## config.mk

```make
export PLATFORM = sky130hd
export DESIGN_NAME = serial_frame_rx
export DESIGN_NICKNAME = d
export VERILOG_FILES = /design/src/rtl/serial_frame_rx.sv
export SDC_FILE = /design/constraint.sdc
export NUM_CORES = 1
export LEC_CHECK = 0
export BUFFER_PORTS_ARGS = -buffer_cell sky130_fd_sc_hd__buf_2
export CORE_MARGIN = 5
export CORE_UTILIZATION = 49
export CTS_BUF_LIST = sky130_fd_sc_hd__clkbuf_16
export DETAILED_ROUTE_END_ITERATION = 6
export GPL_TIMING_DRIVEN = 0
export PLACE_DENSITY = 0.74
export SLEW_MARGIN = 5
export SYNTH_ARGS = -nofsm -noshare
export SYNTH_HDL_FRONTEND = slang
export SYNTH_SLANG_ARGS = --single-unit
```

## constraint.sdc

```tcl
create_clock -name clk -period 1.4 [get_ports clk]
set_clock_uncertainty 0.2 [all_clocks]
set_input_delay 0.14 -clock clk [delete_from_list [all_inputs] [get_ports clk]]
set_output_delay 0.14 -clock clk [all_outputs]
set_load 0.02 [all_outputs]
```

## src/rtl/serial_frame_rx.sv

```systemverilog
// Serial frame receiver: start bit, WIDTH data bits (LSB- or MSB-first), optional parity, stop.
// Completed words go to a one-entry valid/ready buffer with parity, framing and overrun status.
module serial_frame_rx #(
  parameter int unsigned WIDTH      = 8,
  parameter int unsigned PARITY_EN  = 1,
  parameter int unsigned PARITY_ODD = 0
) (
  input  logic             clk,
  input  logic             rst,
  input  logic             sin,
  input  logic             en,
  input  logic             mode,
  input  logic             dready,
  output logic [WIDTH-1:0] dout,
  output logic             dvalid,
  output logic             parity_err,
  output logic             frame_err,
  output logic             overrun,
  output logic             busy
);

  localparam int unsigned CntW   = (WIDTH > 1) ? $clog2(WIDTH) : 1;
  localparam logic        ParOdd = (PARITY_ODD != 0);
  localparam logic        ParEn  = (PARITY_EN != 0);

  typedef enum logic [1:0] {StIdle, StData, StPar, StStop} state_e;

  state_e            state_q, state_d;
  logic [WIDTH-1:0]  shreg_q, shreg_d;
  logic [CntW-1:0]   cnt_q, cnt_d;
  logic              mode_q, mode_d;
  logic              par_q, par_d;
  logic              perr_q, perr_d;
  logic              complete;

  logic [WIDTH-1:0]  dout_q, dout_d;
  logic              dvalid_q, dvalid_d;
  logic              perr_out_q, perr_out_d;
  logic              ferr_q, ferr_d;
  logic              overrun_q, overrun_d;
  logic              busy_q, busy_d;
  logic              accept, drop;

  // Frame FSM and shifter; nothing moves on edges where en is low.
  always_comb begin
    state_d  = state_q;
    shreg_d  = shreg_q;
    cnt_d    = cnt_q;
    mode_d   = mode_q;
    par_d    = par_q;
    perr_d   = perr_q;
    complete = 1'b0;
    if (en) begin
      unique case (state_q)
        StIdle: begin
          if (!sin) begin
            state_d = StData;
            mode_d  = mode;
            cnt_d   = '0;
            par_d   = 1'b0;
            perr_d  = 1'b0;
          end
        end
        StData: begin
          par_d   = par_q ^ sin;
          shreg_d = mode_q ? {shreg_q[WIDTH-2:0], sin} : {sin, shreg_q[WIDTH-1:1]};
          cnt_d   = cnt_q + 1'b1;
          if (cnt_q == CntW'(WIDTH - 1)) begin
            state_d = ParEn ? StPar : StStop;
          end
        end
        StPar: begin
          perr_d  = par_q ^ sin ^ ParOdd;
          state_d = StStop;
        end
        StStop: begin
          complete = 1'b1;
          state_d  = StIdle;
        end
        default: state_d = StIdle;
      endcase
    end
  end

  // Output buffer: a completing frame loads if the slot is free or being emptied this edge.
  always_comb begin
    dout_d     = dout_q;
    dvalid_d   = dvalid_q;
    perr_out_d = perr_out_q;
    ferr_d     = ferr_q;
    overrun_d  = overrun_q;
    accept     = dvalid_q & dready;
    drop       = 1'b0;
    if (complete) begin
      if (!dvalid_q || dready) begin
        dout_d     = shreg_q;
        dvalid_d   = 1'b1;
        perr_out_d = ParEn & perr_q;
        ferr_d     = ~sin;
      end else begin
        drop = 1'b1;
      end
    end else if (accept) begin
      dvalid_d = 1'b0;
    end
    if (accept) overrun_d = 1'b0;
    if (drop)   overrun_d = 1'b1;
    busy_d = (state_d != StIdle);
  end

  always_ff @(posedge clk or negedge rst) begin
    if (!rst) begin
      state_q    <= StIdle;
      shreg_q    <= '0;
      cnt_q      <= '0;
      mode_q     <= 1'b0;
      par_q      <= 1'b0;
      perr_q     <= 1'b0;
      dout_q     <= '0;
      dvalid_q   <= 1'b0;
      perr_out_q <= 1'b0;
      ferr_q     <= 1'b0;
      overrun_q  <= 1'b0;
      busy_q     <= 1'b0;
    end else begin
      state_q    <= state_d;
      shreg_q    <= shreg_d;
      cnt_q      <= cnt_d;
      mode_q     <= mode_d;
      par_q      <= par_d;
      perr_q     <= perr_d;
      dout_q     <= dout_d;
      dvalid_q   <= dvalid_d;
      perr_out_q <= perr_out_d;
      ferr_q     <= ferr_d;
      overrun_q  <= overrun_d;
      busy_q     <= busy_d;
    end
  end

  assign dout       = dout_q;
  assign dvalid     = dvalid_q;
  assign parity_err = perr_out_q;
  assign frame_err  = ferr_q;
  assign overrun    = overrun_q;
  assign busy       = busy_q;

endmodule

```

==> impl_metrics.env <==
export IMPL_hp_class="in2reg"
export IMPL_crit_required_ps=1350
export IMPL_num_rows=18
export IMPL_mappedNetlistArea_um2=1242
export IMPL_crit_path_start_kind="flip-flop"
export IMPL_ys_seq_elements=29
export IMPL_cp_slowest_cell="sky130_fd_sc_hd__dfrtp_1"
export IMPL_fmaxAchievable_mhz=663.9
export IMPL_syn_area_per_cell_um2=12.18
export IMPL_placed_area_um2=1400
export IMPL_total_leakage_power_nw=0.8267
export IMPL_die_width_um=60.36
export IMPL_power_share_sequential_pct=40.5
export IMPL_hold_path_cell_count=3
export IMPL_synth_distinct_cells=23
export IMPL_post_drt_via_cell_ratio=5.341
export IMPL_detail_route_antenna_nets=0
export IMPL_post_route_cells_drive_above_1_share_pct=38.81
export IMPL_cts_num_sinks=29
export IMPL_hp_start="en"
export IMPL_timing_critical_path_arrival_ps=1460
export IMPL_path_cells="buf_6, nand3_4, a21oi_4, buf_12, mux2_2"
export IMPL_combPwrFrac_pct=31.8
export IMPL_die_area_um2=3643
export IMPL_tns_ps=-953.3
export IMPL_first_global_vias=836
export IMPL_floorplan_die_height_um=60.36
export IMPL_setup_worst_path_class="reg2reg"
export IMPL_setup_viol_count_final=10
export IMPL_io_buffers=18
export IMPL_grt_util_all_layers_pct=16.41
export IMPL_clock_tree_buffer_depth=2
export IMPL_reg2regPathDepth=5
export IMPL_global_route_overflow_total=0
export IMPL_critical_path_top_delay_family="flip-flops"
export IMPL_final_design_area_no_fill_um2=1660
export IMPL_rsz0062_at_grt="yes"
export IMPL_final_max_slew_violation_count=0
export IMPL_pwr_density_cell_nw_per_um2=2078
export IMPL_tightest_slew_ps=627.0
export IMPL_layout_cells_most_common_list="27 x sky130_fd_sc_hd__dfrtp_1, 18 x sky130_fd_sc_hd__buf_2, 14 x sky130_fd_sc_hd__nand2_1, 11 x sky130_fd_sc_hd__o21ai_0, 8 x sky130_fd_sc_hd__mux2i_1"
export IMPL_power_internal_w=0.002332
export IMPL_clock_tree_htree_level_count=2
export IMPL_switching_power_w=0.001118
export IMPL_grt_first_pass_wirelength_um=4181
export IMPL_initial_drc_count=15
export IMPL_flow_area_growth_from_synthesis_pct=33.64
export IMPL_drt_pass1_iter_count=4
export IMPL_layout_cells_most_common="sky130_fd_sc_hd__dfrtp_1"
export IMPL_register_area_share_after_synthesis_pct=58.41
export IMPL_critical_path_endpoint_type="flip-flop"
export IMPL_drc=0
export IMPL_fin_nets=141
export IMPL_pre_cts_slack_ps=-226.0
export IMPL_cts_tree="built"
export IMPL_design_portCount=19
export IMPL_pin_count_of_the_biggest_net_entering_global_routing=30
export IMPL_worst_setup_hold_path_clk_slew_ps=40
export IMPL_outcome="complete, but fails checks"
export IMPL_power_ir_vdd_worst_mv=1.511
export IMPL_drt_total_wl_um=2485
export IMPL_post_route_period_util_pct=107.6
export IMPL_regToRegSetupSlack_ps=-110
export IMPL_final_period_minus_worst_setup_slack_ps=1506
export IMPL_worstPathMaxFanout=10
export IMPL_post_place_cells=150
export IMPL_critPathMaxStageDelay_ps=340
export IMPL_wire_per_inst_um=15.15
export IMPL_antennaDiodeCount=0
export IMPL_tritoncts_num_buffers=5
export IMPL_yosysWarnings=0
export IMPL_gp_congestion=0.7379
export IMPL_core_area_um2=2455
export IMPL_insertion_delay_ps=270
export IMPL_initial_utilization_pct=50.61
export IMPL_reg2reg_from="state_q[0]"
export IMPL_mapped_nets=110
export IMPL_fin_hold_ws_ps=71.50
export IMPL_cts_root_buffer_cell="sky130_fd_sc_hd__clkbuf_16"
export IMPL_synth_cells=102
export IMPL_power_switching_share_pct=32.40
export IMPL_instances_no_fill=164
export IMPL_maxCapViolCount=0
export IMPL_report_final_hold_viol_count=0
export IMPL_worstHoldEndpoint="state_q[1]"
export IMPL_antenna_found_initial=0
export IMPL_violations_in_the_final_reports="setup timing"
export IMPL_post_dp_hpwl_um=1594
export IMPL_slack_of_the_critical_path_ps=-106.3
export IMPL_max_slew_margin_rel_pct=58.20
export IMPL_vias=876
export IMPL_timing_critical_path_buf_inv=2
export IMPL_clock_power_share_pct=27.7
export IMPL_critical_path_reg2reg_endpoint="dout[7]"
kinds of logic after synthesis:
| family | after synthesis | share of synthesized area, % |
|---|---|---|
| AO/OA/AOI/OAI | 20 | 10.78 |
| multiplexers | 20 | 17.32 |
| flip-flops | 29 | 58.41 |
| buffers and inverters | 7 | 2.316 |
| adder cells (fa/ha/maj) | 2 | 2.014 |
| AND/OR/NAND/NOR | 24 | 9.164 |
per-layer routing:
metal | up-vias | global-route usage [%] | part of all wire, %
li1 | 423 | - | -
met1 | 426 | 21.90 | 46
met2 | 21 | 23.15 | 45
met3 | 6 | 7.021 | 7.2
met4 | 0 | 7.595 | 1.9
met5 | - | 0 | 0
per-stage QoR:
stage | total power [W] | utilization [%]
floorplan | 0.002060 | -
global placement | 0.002299 | 57.03
detailed placement | 0.002356 | 57.03
CTS | 0.003482 | 67.69
global route | 0.003672 | 67.64
finish | 0.003449 | 67.64
worst min-delay path, delay by kind of cell:
family                 cells  cell delay, ps
buffers and inverters      1             170
and+or+nand+nor            2             190
power groups by stage:
stage / combinational, W / clock (W) / sequential (W)
after global routing: 0.00121 / 0.00102 / 0.00144
after global placement: 0.000984 / 0 / 0.00131
final: 0.00110 / 0.000955 / 0.00140
after CTS: 0.00111 / 0.000985 / 0.00139
after floorplan: 0.000622 / 0 / 0.00144
after detailed placement: 0.00102 / 0 / 0.00134
state kept, by name, summed over array words and instances (netlist names):
register    count
perr_q          1
dvalid          1
shreg_q         8
frame_err       1
cnt_q           3
busy            1
parity_err      1
par_q           1
state_q         2
mode_q          1
overrun         1
dout            8
synth_stat cells:
| library cell | number | area (µm²) |
|---|---|---|
| sky130_fd_sc_hd__a32o_1 | 1 | 10.01 |
| sky130_fd_sc_hd__a21oi_4 | 1 | 16.27 |
| sky130_fd_sc_hd__o21bai_1 | 1 | 7.510 |
| sky130_fd_sc_hd__mux2i_1 | 8 | 80.08 |
| sky130_fd_sc_hd__a21oi_1 | 1 | 5.000 |
| sky130_fd_sc_hd__ha_1 | 2 | 25.02 |
| sky130_fd_sc_hd__dfrtp_1 | 29 | 725.7 |
| sky130_fd_sc_hd__nand4_1 | 1 | 6.260 |
| sky130_fd_sc_hd__nor2_1 | 1 | 3.750 |
| sky130_fd_sc_hd__a41oi_1 | 1 | 8.760 |
| sky130_fd_sc_hd__a22o_1 | 3 | 26.28 |
| sky130_fd_sc_hd__nand3b_1 | 1 | 7.510 |
| sky130_fd_sc_hd__o21ai_0 | 12 | 60.06 |
| sky130_fd_sc_hd__nor2b_1 | 1 | 6.260 |
| sky130_fd_sc_hd__mux2_2 | 12 | 135.1 |
| sky130_fd_sc_hd__nand3_1 | 1 | 5.000 |
| sky130_fd_sc_hd__inv_1 | 3 | 11.26 |
| sky130_fd_sc_hd__buf_2 | 2 | 10.01 |
| sky130_fd_sc_hd__nand4b_1 | 1 | 8.760 |
| sky130_fd_sc_hd__nand2_1 | 14 | 52.55 |
| sky130_fd_sc_hd__nand2b_1 | 3 | 18.77 |
| sky130_fd_sc_hd__clkbuf_1 | 2 | 7.510 |
| sky130_fd_sc_hd__nor3_1 | 1 | 5.000 |
area by class of cell:
class | count | area [µm²]
plain buffers | 2 | 18.77
clock buffers | 5 | 125.1
clock inverters | 3 | 11.26
fillers | 175 | 794.5
inverters | 3 | 11.26
multi-input cells | 66 | 558.0
flip-flops and latches | 29 | 728.2
well taps | 30 | 37.54
repair buffers | 26 | 170.2
how the worst max path moves through the flow:
stage	depth (start not counted)	end	from	slack, ps
2_1_floorplan	4	dout[0]	state_q[1]	-50
3_3_place_gp	4	dout[5]	state_q[0]	-180
3_5_place_dp	4	dout[4]	state_q[0]	-230
4_1_cts	5	dout[7]	state_q[0]	-100
5_1_grt	5	dout[6]	state_q[0]	-150
6_report	5	dout[7]	state_q[0]	-110
timing repair:
action	in CTS	in global routing
pin swaps	1	1
endpoints found under the hold margin	32	0
setup buffers	5	0
hold buffers	3	0
gates resized for setup	12	5
setup endpoints to repair	23	24
No activity file was read; power rests on OpenSTA's default activity.
